$ cat config.mk
export PLATFORM = sky130hd
export DESIGN_NAME = tcdm_read_streamer
export DESIGN_NICKNAME = d
export VERILOG_FILES = /design/src/rtl/tcdm_stream_pkg.sv /design/src/rtl/tcdm_rsp_fifo.sv /design/src/rtl/tcdm_read_streamer.sv
export SDC_FILE = /design/constraint.sdc
export NUM_CORES = 1
export LEC_CHECK = 0
export CAP_MARGIN = 30
export CORE_ASPECT_RATIO = 0.5
export CORE_UTILIZATION = 40
export DETAILED_ROUTE_END_ITERATION = 7
export PLACE_DENSITY = 0.67
export SKIP_CTS_REPAIR_TIMING = 1
export SLEW_MARGIN = 10
export SYNTH_ARGS = -nofsm -noshare
export SYNTH_HDL_FRONTEND = slang
export SYNTH_SLANG_ARGS = --single-unit
$ cat constraint.sdc
create_clock -name clk_i -period 4.1 [get_ports clk_i]
set_input_delay 0.82 -clock clk_i [delete_from_list [all_inputs] [get_ports clk_i]]
set_output_delay 0.82 -clock clk_i [all_outputs]
set_load 0.02 [all_outputs]
$ cat src/rtl/tcdm_stream_pkg.sv
// Shared types and sizing helpers for the TCDM read streamer.
//   state_e   : streamer FSM states (IDLE, ISSUE, DRAIN)
//   desc_t    : strided read descriptor (base, stride, len) at default widths
//   CntWidth  : counter width for the default response buffer depth
//   cnt_width : counter width able to hold 0..depth inclusive
package tcdm_stream_pkg;

   typedef enum logic [1:0] {
      IDLE  = 2'd0,
      ISSUE = 2'd1,
      DRAIN = 2'd2
   } state_e;

   localparam int unsigned DefaultDataWidth = 64;
   localparam int unsigned DefaultAddrWidth = 12;
   localparam int unsigned DefaultLenWidth  = 16;
   localparam int unsigned DefaultFifoDepth = 4;

   localparam int unsigned CntWidth = $clog2(DefaultFifoDepth) + 1;

   typedef struct packed {
      logic [DefaultAddrWidth-1:0] base;
      logic [DefaultAddrWidth-1:0] stride;
      logic [DefaultLenWidth-1:0]  len;
   } desc_t;

   // One extra bit so a counter can represent "depth" itself (full).
   function automatic int unsigned cnt_width(input int unsigned depth);
      return $clog2(depth) + 1;
   endfunction

endpackage

$ cat src/rtl/tcdm_rsp_fifo.sv
// Response buffer for the TCDM read streamer: synchronous FIFO, registered
// head, no fall-through (a word pushed on edge N is visible after edge N).
// Ports:
//   clk_i, rst_i     : clock, synchronous active-high reset (flushes contents)
//   push_i, data_i   : write strobe and data (ignored when full)
//   pop_i            : read strobe (ignored when empty)
//   data_o           : current head entry
//   full_o, empty_o  : occupancy flags
//   count_o          : number of stored entries (0..Depth)
module tcdm_rsp_fifo
   import tcdm_stream_pkg::*;
#(
   parameter int unsigned Width = 64,
   parameter int unsigned Depth = 4
) (
   input  logic                        clk_i,
   input  logic                        rst_i,
   input  logic                        push_i,
   input  logic [Width-1:0]            data_i,
   input  logic                        pop_i,
   output logic [Width-1:0]            data_o,
   output logic                        full_o,
   output logic                        empty_o,
   output logic [cnt_width(Depth)-1:0] count_o
);

   localparam int unsigned PtrWidth = $clog2(Depth);
   localparam int unsigned CntW     = cnt_width(Depth);

   logic [Width-1:0]    mem_q [Depth];
   logic [PtrWidth-1:0] wr_ptr_q;
   logic [PtrWidth-1:0] rd_ptr_q;
   logic [CntW-1:0]     count_q;
   logic                push_ok;
   logic                pop_ok;

   assign full_o  = (count_q == CntW'(Depth));
   assign empty_o = (count_q == '0);
   assign count_o = count_q;
   assign data_o  = mem_q[rd_ptr_q];

   // Depth is a power of two, so the pointers wrap naturally.
   assign push_ok = push_i && !full_o;
   assign pop_ok  = pop_i && !empty_o;

   // Storage, pointers and occupancy; storage is cleared so the head reads 0 after reset.
   always_ff @(posedge clk_i) begin
      if (rst_i) begin
         mem_q    <= '{default: '0};
         wr_ptr_q <= '0;
         rd_ptr_q <= '0;
         count_q  <= '0;
      end else begin
         if (push_ok) begin
            mem_q[wr_ptr_q] <= data_i;
            wr_ptr_q        <= wr_ptr_q + PtrWidth'(1);
         end
         if (pop_ok) begin
            rd_ptr_q <= rd_ptr_q + PtrWidth'(1);
         end
         count_q <= count_q + CntW'(push_ok) - CntW'(pop_ok);
      end
   end

endmodule

$ cat src/rtl/tcdm_read_streamer.sv
// Strided TCDM read streamer: accepts a descriptor (base, stride, len), issues
// one narrow read per element on a TCDM port, buffers the in-order responses
// in a credit-protected FIFO and streams them out via valid/ready.
// Ports:
//   clk_i, rst_i                : clock, synchronous active-high reset
//   cfg_valid_i/cfg_ready_o     : descriptor handshake (ready only in IDLE)
//   cfg_base_i/stride_i/len_i   : descriptor fields (byte address, byte stride, count)
//   tcdm_req_*_o                : TCDM request channel (read-only, constant fields tied)
//   tcdm_rsp_q_ready_i          : request grant
//   tcdm_rsp_p_valid_i/data_i   : response (no backpressure)
//   data_o/data_valid_o/data_ready_i : output element stream
//   busy_o                      : FSM not in IDLE
//   done_o                      : one-cycle pulse when a descriptor completes
// Optional build macro TCDM_READ_STREAMER_PERF_EN adds stall_cycles_o, a
// saturating count of cycles a request waited for grant, cleared at accept.
module tcdm_read_streamer
   import tcdm_stream_pkg::*;
#(
   parameter int unsigned NarrowDataWidth = DefaultDataWidth,
   parameter int unsigned TCDMAddrWidth   = DefaultAddrWidth,
   parameter int unsigned LenWidth        = DefaultLenWidth,
   parameter int unsigned FifoDepth       = DefaultFifoDepth
) (
   input  logic                         clk_i,
   input  logic                         rst_i,
   input  logic                         cfg_valid_i,
   output logic                         cfg_ready_o,
   input  logic [TCDMAddrWidth-1:0]     cfg_base_i,
   input  logic [TCDMAddrWidth-1:0]     cfg_stride_i,
   input  logic [LenWidth-1:0]          cfg_len_i,
   output logic                         tcdm_req_write_o,
   output logic [TCDMAddrWidth-1:0]     tcdm_req_addr_o,
   output logic [3:0]                   tcdm_req_amo_o,
   output logic [NarrowDataWidth-1:0]   tcdm_req_data_o,
   output logic [4:0]                   tcdm_req_user_core_id_o,
   output logic                         tcdm_req_user_is_core_o,
   output logic [NarrowDataWidth/8-1:0] tcdm_req_strb_o,
   output logic                         tcdm_req_q_valid_o,
   input  logic                         tcdm_rsp_q_ready_i,
   input  logic                         tcdm_rsp_p_valid_i,
   input  logic [NarrowDataWidth-1:0]   tcdm_rsp_data_i,
   output logic [NarrowDataWidth-1:0]   data_o,
   output logic                         data_valid_o,
   input  logic                         data_ready_i,
   output logic                         busy_o,
   output logic                         done_o
`ifdef TCDM_READ_STREAMER_PERF_EN
   ,
   output logic [31:0]                  stall_cycles_o
`endif
);

   localparam int unsigned CntW      = cnt_width(FifoDepth);
   localparam int unsigned SumW      = CntW + 1;
   localparam int unsigned StrbWidth = NarrowDataWidth / 8;

   state_e                   state_q;
   logic [TCDMAddrWidth-1:0] addr_q;
   logic [TCDMAddrWidth-1:0] stride_q;
   logic [LenWidth-1:0]      remaining_q;
   logic [CntW-1:0]          inflight_q;
   logic                     done_q;

   logic [CntW-1:0]          fifo_count;
   logic                     fifo_full;
   logic                     fifo_empty;

   logic                     cfg_fire;
   logic                     credit_ok;
   logic                     req_valid;
   logic                     grant;
   logic                     rsp_push;
   logic                     rsp_pop;

   // Constant request fields: read-only, full-word accesses.
   assign tcdm_req_write_o        = 1'b0;
   assign tcdm_req_amo_o          = 4'd0;
   assign tcdm_req_data_o         = '0;
   assign tcdm_req_user_core_id_o = 5'd0;
   assign tcdm_req_user_is_core_o = 1'b0;
   assign tcdm_req_strb_o         = {StrbWidth{1'b1}};

   assign cfg_ready_o = (state_q == IDLE);
   assign cfg_fire    = cfg_valid_i && cfg_ready_o;
   assign busy_o      = (state_q != IDLE);
   assign done_o      = done_q;

   // Every outstanding request already owns a FIFO slot, so responses never overflow.
   // Credits only grow while a request waits, which keeps valid/address stable until grant.
   assign credit_ok = (SumW'(inflight_q) + SumW'(fifo_count)) < SumW'(FifoDepth);
   assign req_valid = (state_q == ISSUE) && credit_ok;
   assign grant     = req_valid && tcdm_rsp_q_ready_i;

   assign tcdm_req_q_valid_o = req_valid;
   assign tcdm_req_addr_o    = addr_q;

   // Stray responses with nothing outstanding (e.g. after a reset) are dropped.
   assign rsp_push     = tcdm_rsp_p_valid_i && (inflight_q != '0) && !fifo_full;
   assign data_valid_o = !fifo_empty;
   assign rsp_pop      = data_valid_o && data_ready_i;

   tcdm_rsp_fifo #(
      .Width (NarrowDataWidth),
      .Depth (FifoDepth)
   ) i_rsp_fifo (
      .clk_i   (clk_i),
      .rst_i   (rst_i),
      .push_i  (rsp_push),
      .data_i  (tcdm_rsp_data_i),
      .pop_i   (rsp_pop),
      .data_o  (data_o),
      .full_o  (fifo_full),
      .empty_o (fifo_empty),
      .count_o (fifo_count)
   );

   // Control FSM, address generator and outstanding-request counter.
   always_ff @(posedge clk_i) begin
      if (rst_i) begin
         state_q     <= IDLE;
         addr_q      <= '0;
         stride_q    <= '0;
         remaining_q <= '0;
         inflight_q  <= '0;
         done_q      <= 1'b0;
      end else begin
         done_q     <= 1'b0;
         inflight_q <= inflight_q + CntW'(grant) - CntW'(rsp_push);
         case (state_q)
            IDLE: begin
               if (cfg_fire) begin
                  addr_q      <= cfg_base_i;
                  stride_q    <= cfg_stride_i;
                  remaining_q <= cfg_len_i;
                  if (cfg_len_i == '0) begin
                     done_q <= 1'b1;
                  end else begin
                     state_q <= ISSUE;
                  end
               end
            end
            ISSUE: begin
               if (grant) begin
                  addr_q      <= addr_q + stride_q;
                  remaining_q <= remaining_q - LenWidth'(1);
                  if (remaining_q == LenWidth'(1)) begin
                     state_q <= DRAIN;
                  end
               end
            end
            DRAIN: begin
               // Empty FIFO with nothing outstanding means the last element was consumed.
               if ((inflight_q == '0) && fifo_empty) begin
                  state_q <= IDLE;
                  done_q  <= 1'b1;
               end
            end
            default: begin
               state_q <= IDLE;
            end
         endcase
      end
   end

`ifdef TCDM_READ_STREAMER_PERF_EN
   logic [31:0] stall_q;

   // Cycles a request waited for grant, saturating.
   always_ff @(posedge clk_i) begin
      if (rst_i) begin
         stall_q <= '0;
      end else if (cfg_fire) begin
         stall_q <= '0;
      end else if (req_valid && !tcdm_rsp_q_ready_i && (stall_q != '1)) begin
         stall_q <= stall_q + 32'd1;
      end
   end

   assign stall_cycles_o = stall_q;
`endif

endmodule

==> results.md, run 1 <==
Clock network:
- In this run the number of H-tree levels came out at 1.
- The clock latency at the later pin of the worst-skew pair is 0.58 ns.
- The largest buffer count on any clock path is 3.
- TritonCTS built the clock tree.
- The clock sink count is 309.
- The total clock buffers created by CTS is 30.
- After clock tree synthesis, the clock-pin slew on the worst setup and hold paths is 0.06 ns.
- In this run the clock root is driven by a clkbuf_16.

Cells and area:
- The summed area of non-filler cells in the final layout is 17,000 µm².
- The finished layout holds 2,308 standard cells, fillers aside.
- The layout filler cell count is 3,310.
- Leaving out fill and tap cells, the most frequent cell in the layout is nand2_1.
- The post-layout net count is 1,953.
- The area growth from synthesis to layout is 19.5%.
- In the layout the commonest cells are 577 x nand2_1, 307 x dfxtp_1, 291 x a21oi_1.
- Once layout is complete, the utilization of the core stands at 48.9%.
- In the final layout, the share of cells above drive strength 1 is 8.67%.
- The antenna diode instance count is 0.

Global routing:
- Entering global routing, the biggest net connects 121 pins.
- The number of global-route vias before repair is 11,200.
- The total global routing track utilization is 20.4%.
- The initial antenna violation count came to 0.
- The first global-routing pass estimated 59,600 µm of wire.
- Summed over all layers, the global routing overflow is 0.

Synth:
- The per-instance average area after synthesis is 8.42 µm².
- The warning count from the yosys run is 0.
- The prevailing post-synth register cell is dfxtp_1.
- In this run, distinct cell masters in the synthesized netlist total 61.
- The portion of the post-synthesis area used by sequential elements is 43.5%.
- The number of enable-type register cells in the synthesized netlist is 0.
- The async set or reset register ratio after synthesis is 0%.
- Counting flops and latches in the post-synthesis netlist gives 309.
- Counting every instance in the synthesized netlist gives 1,690.
- The synthesized cell area is 14,200 µm².

Timing:
- The hold slack is 0.451 ns.
- Static timing analysis puts the maximum clock frequency at 0.284 GHz.
- The measured slew at the worst slew-check pin is 0.838 ns.
- Setup repair after global routing left no endpoint under its margin.
- Summed over all failing endpoints, the final setup total negative slack is 0 ns.
- The worst path uses 85.9% of the clock period.
- The final count of pins violating max slew came to 0.
- Setup violations remaining at the end of the flow were counted as 0.
- Counting I/O delays and the setup requirement, the final critical path takes 3.52 ns.
- Between clock sinks in the finished design, the worst skew comes to 0.0196 ns.
- Setup slack closes at 0.577 ns.
- The worst slew slack as a fraction of its limit is 44.1%.
- The final count of hold timing violations was 0.

Place:
- Once placement finished, the instance area stood at 16,100 µm².
- The cell count after placement is 2,260.
- Once detailed placement completed, the half-perimeter wirelength came to 23,000 µm.
- Routability-driven placement finished with a final weighted congestion of 0.810.
- Timing analysis after detailed placement gives a worst setup slack of 1.05 ns.
- The count of buffers added on input and output ports is 190.

Critical path:
- The critical path class is flop to output pin.
- Along the worst path, the maximum fanout reaches 20.
- The cell class contributing the biggest share of worst-path delay is buffers and inverters.
- The critical path goes through buf_4, mux4_2, clkdlybuf4s50_1.
- The most critical setup path has its startpoint at i_rsp_fifo.rd_ptr_q[0].
- The critical path capture point is data_o[28].
- The buffers plus inverters on the worst setup path is 2.
- Counting cells, the worst reg-to-reg path comes to 10.
- The kind of launch point of the worst setup path is a flop.
- The master of the slowest instance on the critical path is dfxtp_4.
- STA puts the critical path data arrival time at 2.70 ns.
- In this design, the stage delay of the slowest critical-path cell is 0.60 ns.
- The worst endpoint required time is 3.28 ns.
- The setup slack of the most critical reg-to-reg path is 1.49 ns.
- The startpoint of the lowest-slack register-to-register path is i_rsp_fifo.count_o[2].
- The worst setup path is captured at an output pin.
- The count of cell instances traversed by the critical path is 3.
- The reg-to-reg endpoint is inflight_q[2].

Detailed routing:
- The remaining design rule violation count is 0.
- The count of nets left with antenna violations once routing finished came out at 0.
- The count of vias placed by the detailed router is 11,800.
- In the final routed layout, each cell accounts on average for 16.3 µm.
- The first detailed-routing pass took 6 iterations.
- The detailed router finished its first iteration with 854 violations.
- The total length of routed wires is 37,700 µm.
- Using the TritonRoute via totals, the vias-per-cell ratio works out to 5.10.

Power:
- The peak supply drop is 0.342 mV.
- The total power is 8.82 mW.
- Dividing total power by cell area gives a power density of 518 nW/µm².
- The static power due to leakage is 5.85 nW.

Die:
- Row generation in the floorplan step produced 48 rows.
- The I/O pin count is 274.
- For this configuration, the core starts out at a cell density of 40.9%.
- The floorplan step defined a die boundary enclosing 36,400 µm².
- Measured along the y axis, the die boundary spans 135 µm.
- The die span in x is 269 µm.
- The core footprint is 34,800 µm².

Job:
- Across the run, the number of max-cap violations was 0.

Outcome:
- The flow ran to the end, and the final reports show no timing, DRC or antenna violations.

Min path:
- In this run the worst hold path is classified as flop to flop.
## area by class of cell
type                            count  area, µm²  area share [%]
Clock buffer                       38        851            5.00
Clock inverter                     10        111           0.654
Inverter                           19       71.3           0.419
Multi-Input combinational cell   1242       7020            41.2
Sequential cell                   309       6190            36.4
Tap cell                          475        594            3.49
Timing Repair Buffer              215       2180            12.8
## worst min-delay path by stage
| stage | from | endpoint | slack, ns | cells past startpoint |
|---|---|---|---|---|
| 6_report | i_rsp_fifo.mem_q[43] | i_rsp_fifo.mem_q[43] | 0.45 | 2 |
| 2_1_floorplan | i_rsp_fifo.mem_q[100] | i_rsp_fifo.mem_q[100] | 0.43 | 2 |
| 3_5_place_dp | i_rsp_fifo.mem_q[46] | i_rsp_fifo.mem_q[46] | 0.44 | 2 |
| 5_1_grt | i_rsp_fifo.mem_q[190] | i_rsp_fifo.mem_q[190] | 0.47 | 2 |
| 4_1_cts | i_rsp_fifo.mem_q[46] | i_rsp_fifo.mem_q[46] | 0.45 | 2 |
| 3_3_place_gp | i_rsp_fifo.mem_q[85] | i_rsp_fifo.mem_q[85] | 0.44 | 2 |
## sequential cells by signal, indices dropped and copies added, names as in the netlist, 3 cells and up
signal,count
inflight_q,3
tcdm_req_addr_o,12
i_rsp_fifo.mem_q,256
stride_q,12
remaining_q,16
i_rsp_fifo.count_o,3
## synthesized netlist by cell type (all sizes together), types with 3 or more instances
cell / number / share of area [%]
a21oi: 291 / 10
a311oi: 8 / 0.54
nor2b: 7 / 0.33
nor2: 41 / 1.1
a31oi: 6 / 0.26
nor4: 7 / 0.35
fa: 3 / 0.42
a211oi: 9 / 0.54
mux4: 64 / 10
a21o: 4 / 0.21
a22oi: 7 / 0.40
xnor2: 9 / 0.55
ha: 23 / 2.0
or3: 3 / 0.13
dfxtp: 309 / 43
nand2: 581 / 15
buf: 156 / 7.8
nor3: 18 / 0.70
nand3: 13 / 0.46
clkbuf: 45 / 1.2
xor2: 3 / 0.18
and2: 7 / 0.31
nand4: 3 / 0.13
inv: 19 / 0.50
o21ai: 17 / 0.60
## where the power goes
group          switching [mW]  total (mW)  leakage [nW]  internal [mW]
combinational            1.46        2.58          2.87           1.11
clock                    1.19        2.72         0.473           1.52
sequential              0.242        3.53          2.51           3.29
total                    2.90        8.82          5.85           5.92
## logic make-up after synthesis
logic type / count (synthesis) / synth area share (%)
AND/OR/NAND/NOR: 691 / 19.4
flip-flops: 309 / 43.5
adder cells (fa/ha/maj): 26 / 2.44
XOR/XNOR: 12 / 0.738
other: 2 / 0.0528
buffers and inverters: 220 / 9.51
AO/OA/AOI/OAI: 364 / 14.1
multiplexers: 66 / 10.3
## tightest hold or removal path, delay by kind of cell (launching register included)
family | cells | cell delay, ns
AND/OR/NAND/NOR | 1 | 0.05
AO/OA/AOI/OAI | 1 | 0.05
flip-flops | 1 | 0.31
## layer usage
layer	vias up	share of wire (%)	GRT usage, %
met5	-	0	0
met4	0	2.5	5.27
met3	63	4.9	2.76
li1	5790	-	-
met2	334	48	34.7
met1	5587	44	27.2
No activity file was read; power rests on OpenSTA's default activity.
==> run 2, diff against run 1 <==
- ABC_CLOCK_PERIOD_IN_PS: not set -> 4100
- CORE_MARGIN: not set -> 2
==> run 2 against run 1 <==
First-iteration DRC count is 12% lower. Clock power about the same. Final area hardly changed. Wire length grew 0.45%. Global-route usage fell by 0.50 points. Non-clock buffer count shrank 1. Critical path depth did not move. Die area increased by 2.2%. Clock skew is 0.00060 ns lower. Combinational power about the same. Sequential share of layout area is essentially flat. Largest power group unchanged.
==> results.md, run 2 (synthesized netlist as in run 1, its figures left out) <==
Outcome:
- Run status: complete, no violations (unchanged).

Die:
- The core footprint is 34,800 µm² (unchanged).
- The I/O pin count was 274 (unchanged).
- The die span in x is 271 µm (was 269 µm).
- The floorplan row count is 48 (unchanged).
- The die footprint was 37,200 µm² (was 36,400 µm²).
- The die height is 137 µm (was 135 µm).
- The effective utilization at floorplan came to 40.9% (unchanged).

Timing:
- The minimum clock period is 3.60 ns (was 3.52 ns).
- The final number of setup-violating endpoints is 0 (unchanged).
- Setup repair after global routing missed its margin: false (unchanged).
- The final sum of negative setup slack is 0 ns (unchanged).
- The worst slew slack as a fraction of its limit is 45.3% (was 44.1%).
- The final worst setup slack is 0.505 ns (was 0.577 ns).
- The maximum frequency from static timing analysis is 0.278 GHz (was 0.284 GHz).
- The measured slew at the worst slew-check pin was 0.819 ns (was 0.838 ns).
- The hold slack is 0.451 ns (about the same).
- The final count of pins violating max slew is 0 (unchanged).
- The clock skew was 0.0190 ns (was 0.0196 ns).
- The final count of hold timing violations is 0 (unchanged).
- The share of the clock period used by the worst path is 87.7% (was 85.9%).

Global routing:
- The total global routing track utilization is 19.9% (was 20.4%).
- The total grt overflow is 0 (unchanged).
- The pin count of the biggest net entering global routing came to 119 (was 121).
- The initial antenna violation count is 0 (unchanged).
- The number of global-route vias before repair is 11,100 (was 11,200).
- The global-route wire length before repair is 59,900 µm (was 59,600 µm).

Cells and area:
- The post-layout net count is 1,952 (was 1,953).
- The share of layout cells above drive strength 1 was 8.39% (was 8.67%).
- The leading cell type in the layout, fill and taps excluded is nand2_1 (unchanged).
- The register with the highest flop count is i_rsp_fifo.mem_q (unchanged).
- The count of placed standard cells in the final layout, fillers left out is 2,310 (was 2,308).
- The summed area of non-filler cells in the final layout is 17,000 µm² (about the same).
- The area growth from synthesis to layout was 19.6% (was 19.5%).
- The final core area utilization is 49.0% (was 48.9%).
- The antenna diode instance count is 0 (unchanged).
- Top Registers: i_rsp_fifo.mem_q: 256 flops, remaining_q: 16 flops (unchanged).
- The flip-flop count of the largest register after layout is 256 (unchanged).
- Commonest cells after routing, fill and taps aside: 577 x nand2_1, 307 x dfxtp_1, 291 x a21oi_1 (unchanged).

Critical path:
- The critical path class is flop to output pin (unchanged).
- The number of cell instances on the worst register-to-register path was 8 (was 10).
- The data arrival at the endpoint of the critical path is 2.78 ns (was 2.70 ns).
- The sort of element at the end of the critical path is an output pin (unchanged).
- The worst endpoint required time came to 3.28 ns (about the same).
- The largest fanout of any net on the critical path is 34 (was 20).
- The kind of launch point of the worst setup path is a flop (unchanged).
- The setup slack of the most critical reg-to-reg path came to 1.41 ns (was 1.49 ns).

Detailed routing:
- The first-iteration detailed-routing DRC count is 751 (was 854).
- The first-pass iteration count of the detailed router is 7 (was 6).
- The count of vias placed by the detailed router was 11,800 (about the same).
- The remaining design rule violation count is 0 (unchanged).
- The detailed-route wire length per cell is 16.4 µm (was 16.3 µm).
- The remaining antenna violation count is 0 (unchanged).
- The total length of routed wires is 37,900 µm (was 37,700 µm).
- The vias per cell was 5.10 (about the same).

Clock network:
- The largest buffer count on any clock path came to 3 (unchanged).
- The clock tree root buffer cell is clkbuf_16 (unchanged).
- The total clock buffers created by CTS is 30 (unchanged).
- The clock latency at the later pin of the worst-skew pair was 0.58 ns (about the same).
- The clock sink count was 309 (unchanged).
- The clock tree from TritonCTS is done (unchanged).
- The CTS H-tree depth is 1 (unchanged).
- The clock slew seen by the registers of the worst setup and hold paths came to 0.06 ns (about the same).

Min path:
- The worst hold path cell count is 2 (unchanged).
- The type of the most critical hold path was flop to flop (unchanged).

Job:
- The max-capacitance violation count is 0 (unchanged).

Place:
- The HPWL after detailed placement was 23,200 µm (was 23,000 µm).
- The worst slack at placement is 0.966 ns (was 1.05 ns).
- The total placed instance area came to 16,100 µm² (about the same).
- The placer's final routability congestion estimate is 0.811 (was 0.810).
- The count of buffers from port buffering is 190 (unchanged).
- The cell count after placement was 2,258 (was 2,260).

Power:
- The total power came to 8.79 mW (was 8.82 mW).
- The peak supply drop was 0.381 mV (was 0.342 mV).
- The static power due to leakage is 5.86 nW (was 5.85 nW).
- The ratio of total power to cell area is 516 nW/µm² (was 518 nW/µm²).
-- run 2: worst max-delay path: stages (launching register included) --
cell and delay, ns:
dfxtp_4 0.82, buf_4 0.43, mux4_2 0.39, clkdlybuf4s50_1 0.56
-- run 2: power breakdown --
part           internal (mW)  total [mW]  switching (mW)
Clock                   1.53        2.70            1.17
Sequential              3.29        3.55           0.258
Combinational           1.11        2.55            1.44
Total                   5.93        8.79            2.86
-- run 2: layout make-up --
type,instances,area (µm²)
tap,475,594
clock buffer,45,877
fill,3347,17700
multi-input combinational,1242,7020
timing repair buffer,214,2210
sequential,309,6190
inverter,19,71.3
clock inverter,6,70.1
-- run 2: final timing paths --
path | to | start
max reg2reg | tcdm_req_addr_o[6] | i_rsp_fifo.count_o[2]
max | data_o[32] | i_rsp_fifo.rd_ptr_q[1]
min | i_rsp_fifo.mem_q[103] | i_rsp_fifo.mem_q[103]
min reg2reg | i_rsp_fifo.mem_q[103] | i_rsp_fifo.mem_q[103]
-- run 2: routing by layer --
layer / routed length [µm] / up-vias / GRT usage, %
met5: 0 / - / 0
met3: 1800 / 43 / 2.72
met2: 19100 / 317 / 36.3
li1: - / 5808 / -
met1: 16400 / 5612 / 25.4
met4: 566 / 0 / 3.71
==> run 3, diff against run 2 <==
- PLACE_DENSITY: 0.67 -> not set
- PLACE_DENSITY_LB_ADDON: not set -> 0.25
==> run 3 against run 2 <==
Sequential share of layout area up 0.13 points. Largest power group unchanged. Clock power barely moved. Flip-flop and latch count did not move. Highest routed layer unchanged. Sequential power about the same. Utilization shrank 0.17 points. Via count down 0.11%. Non-clock buffer count rose by 1. Setup slack improved by 0.013 ns. Critical path type unchanged. Cell count hardly changed. Clock skew grew 0.0042 ns.
==> results.md, run 3 (synthesized netlist as in run 1, its figures left out) <==
Cells and area:
- The final core area utilization was 48.8% (was 49.0%).
- The share of layout cells above drive strength 1 is 8.07% (was 8.39%).
- The post-layout net count is 1,953 (was 1,952).
- The area growth from synthesis to layout came to 19.2% (was 19.6%).
- Top Registers: i_rsp_fifo.mem_q: 256 flops, remaining_q: 16 flops (unchanged).
- The flip-flop count of the largest register after layout is 256 (unchanged).
- Commonest cells after routing, fill and taps aside: 577 x nand2_1, 307 x dfxtp_1, 291 x a21oi_1 (unchanged).
- The leading cell type in the layout, fill and taps excluded is nand2_1 (unchanged).
- The register with the highest flop count is i_rsp_fifo.mem_q (unchanged).

Timing:
- The share of the clock period used by the worst path came to 87.4% (was 87.7%).
- The minimum clock period is 3.58 ns (was 3.60 ns).
- Setup repair after global routing missed its margin: false (unchanged).
- The maximum frequency from static timing analysis is 0.279 GHz (was 0.278 GHz).
- The final sum of negative setup slack is 0 ns (unchanged).
- The clock skew is 0.0232 ns (was 0.0190 ns).
- The measured slew at the worst slew-check pin is 0.910 ns (was 0.819 ns).
- The final count of pins violating max slew was 0 (unchanged).
- The final number of setup-violating endpoints was 0 (unchanged).
- The worst slew slack as a fraction of its limit came to 39.4% (was 45.3%).
- The final count of hold timing violations was 0 (unchanged).

Clock network:
- The clock latency at the later pin of the worst-skew pair was 0.57 ns (was 0.58 ns).
- The total clock buffers created by CTS is 30 (unchanged).
- The CTS H-tree depth is 1 (unchanged).
- The clock slew seen by the registers of the worst setup and hold paths came to 0.06 ns (about the same).
- The clock tree root buffer cell was clkbuf_16 (unchanged).
- The clock tree from TritonCTS was done (unchanged).
- The largest buffer count on any clock path is 3 (unchanged).
- The clock sink count is 309 (unchanged).

Critical path:
- The master of the slowest instance on the critical path is dfxtp_4 (unchanged).
- The critical path class is flop to output pin (unchanged).
- The data arrival at the endpoint of the critical path came to 2.76 ns (was 2.78 ns).
- The startpoint of the lowest-slack register-to-register path is state_q[0] (was i_rsp_fifo.count_o[2]).
- The biggest cell delay along the critical path was 0.69 ns (was 0.82 ns).
- The largest fanout of any net on the critical path is 28 (was 34).
- The cell class contributing the biggest share of worst-path delay is buffers and inverters (unchanged).
- The sort of element at the end of the critical path is an output pin (unchanged).
- The number of cell instances on the worst register-to-register path is 9 (was 8).
- The reg-to-reg endpoint is inflight_q[2] (was tcdm_req_addr_o[6]).
- The worst endpoint required time is 3.28 ns (about the same).
- The buffers plus inverters on the worst setup path came to 2 (unchanged).
- The kind of launch point of the worst setup path is a flop (unchanged).
- Cell Chain, Critical Path: buf_4, mux4_2, clkdlybuf4s50_1 (unchanged).
- The setup slack of the most critical reg-to-reg path was 1.44 ns (was 1.41 ns).

Power:
- The ratio of total power to cell area is 518 nW/µm² (was 516 nW/µm²).
- The peak supply drop was 0.272 mV (was 0.381 mV).
- The static power due to leakage is 5.82 nW (was 5.86 nW).

Min path:
- The type of the most critical hold path was flop to flop (unchanged).
- The destination of the worst hold path is i_rsp_fifo.mem_q[218] (was i_rsp_fifo.mem_q[103]).
- The launch instance of the worst min-delay path is i_rsp_fifo.mem_q[218] (was i_rsp_fifo.mem_q[103]).
- The worst hold path cell count came to 2 (unchanged).

Job:
- The max-capacitance violation count was 0 (unchanged).

Die:
- The I/O pin count was 274 (unchanged).
- The die span in x is 271 µm (unchanged).
- The die height is 137 µm (unchanged).
- The floorplan row count is 48 (unchanged).
- The core footprint is 34,800 µm² (unchanged).
- The die footprint is 37,200 µm² (unchanged).
- The effective utilization at floorplan is 40.9% (unchanged).

Global routing:
- The initial antenna violation count came to 1 (was 0).
- The total global routing track utilization is 20.0% (was 19.9%).
- The total grt overflow came to 0 (unchanged).
- The pin count of the biggest net entering global routing is 126 (was 119).
- The number of global-route vias before repair came to 11,000 (was 11,100).
- The global-route wire length before repair is 59,900 µm (about the same).

Outcome:
- Run status: complete, no violations (unchanged).

Detailed routing:
- The first-iteration detailed-routing DRC count is 853 (was 751).
- The detailed-route wire length per cell came to 16.6 µm (was 16.4 µm).
- The count of vias placed by the detailed router is 11,800 (about the same).
- The vias per cell is 5.09 (was 5.10).
- The total length of routed wires is 38,500 µm (was 37,900 µm).
- The remaining design rule violation count is 0 (unchanged).
- The first-pass iteration count of the detailed router was 5 (was 7).
- The remaining antenna violation count was 0 (unchanged).

Place:
- The placer's final routability congestion estimate was 0.810 (was 0.811).
- The HPWL after detailed placement is 23,600 µm (was 23,200 µm).
- The count of buffers from port buffering came to 190 (unchanged).
[run 3: cell count changes in the layout (fill, tap and decap cells not counted), sizes merged]
| cell | before | now |
|---|---|---|
| inv | 20 | 19 |
| buf | 25 | 26 |
| clkbuf | 45 | 47 |
| bufinv | 1 | 2 |
| diode | 0 | 2 |
| clkinv | 4 | 1 |
[run 3: power by group]
group	switching (mW)	total, mW	internal, mW
logic	1.43	2.53	1.11
registers	0.271	3.56	3.29
clock network	1.17	2.69	1.53
total	2.87	8.79	5.92
[run 3: per-layer routing]
| layer | wire [µm] | up-vias | GRT usage (%) |
|---|---|---|---|
| met1 | 17100 | 5595 | 27.1 |
| met4 | 813 | 0 | 5.13 |
| met5 | 0 | - | 0 |
| met2 | 18800 | 319 | 33.8 |
| li1 | - | 5799 | - |
| met3 | 1790 | 54 | 2.84 |
[run 3: final cells by class]
class                           instances  area, µm²
Clock buffer                           47        845
Tap cell                              475        594
Clock inverter                          3       76.3
Fill cell                            3350      17800
Multi-Input combinational cell       1242       7020
Antenna cell                            2       5.00
Sequential cell                       309       6190
Timing Repair Buffer                  215       2170
Inverter                               19       71.3
[run 3: metrics by stage]
| step | setup slack (ns) | power [mW] | hold WS, ns | cells | area (µm²) |
|---|---|---|---|---|---|
| 2_1_floorplan | 1.76 | 5.34 | 0.433 | 1771 | 14500 |
| 3_3_place_gp | 1.10 | 6.14 | 0.439 | 2260 | 16000 |
| 3_5_place_dp | 1.06 | 6.17 | 0.444 | 2260 | 16000 |
| 4_1_cts | 0.458 | 8.88 | 0.453 | 2310 | 17000 |
| 5_1_grt | 0.394 | 9.23 | 0.469 | 2311 | 17000 |
| 6_report | 0.518 | 8.79 | 0.452 | 2312 | 17000 |
[run 3: worst max-delay path by stage]
stage / start / end / cells after the start
3_5_place_dp: i_rsp_fifo.rd_ptr_q[0] / data_o[34] / 3
3_3_place_gp: i_rsp_fifo.rd_ptr_q[1] / data_o[23] / 3
6_report: i_rsp_fifo.rd_ptr_q[0] / data_o[34] / 3
4_1_cts: i_rsp_fifo.rd_ptr_q[0] / data_o[34] / 3
5_1_grt: i_rsp_fifo.rd_ptr_q[1] / data_o[23] / 3
2_1_floorplan: i_rsp_fifo.rd_ptr_q[0] / data_o[17] / 3
[run 3: worst register-to-register path: cells and delay by family, from the launching register on]
family                     cells  cell delay [ns]
and+or+nand+nor                3             1.00
xor gates and xnor gates       1             0.18
buffers and inverters          2             0.12
DFF                            1             0.38
adders and majority gates      3             0.84
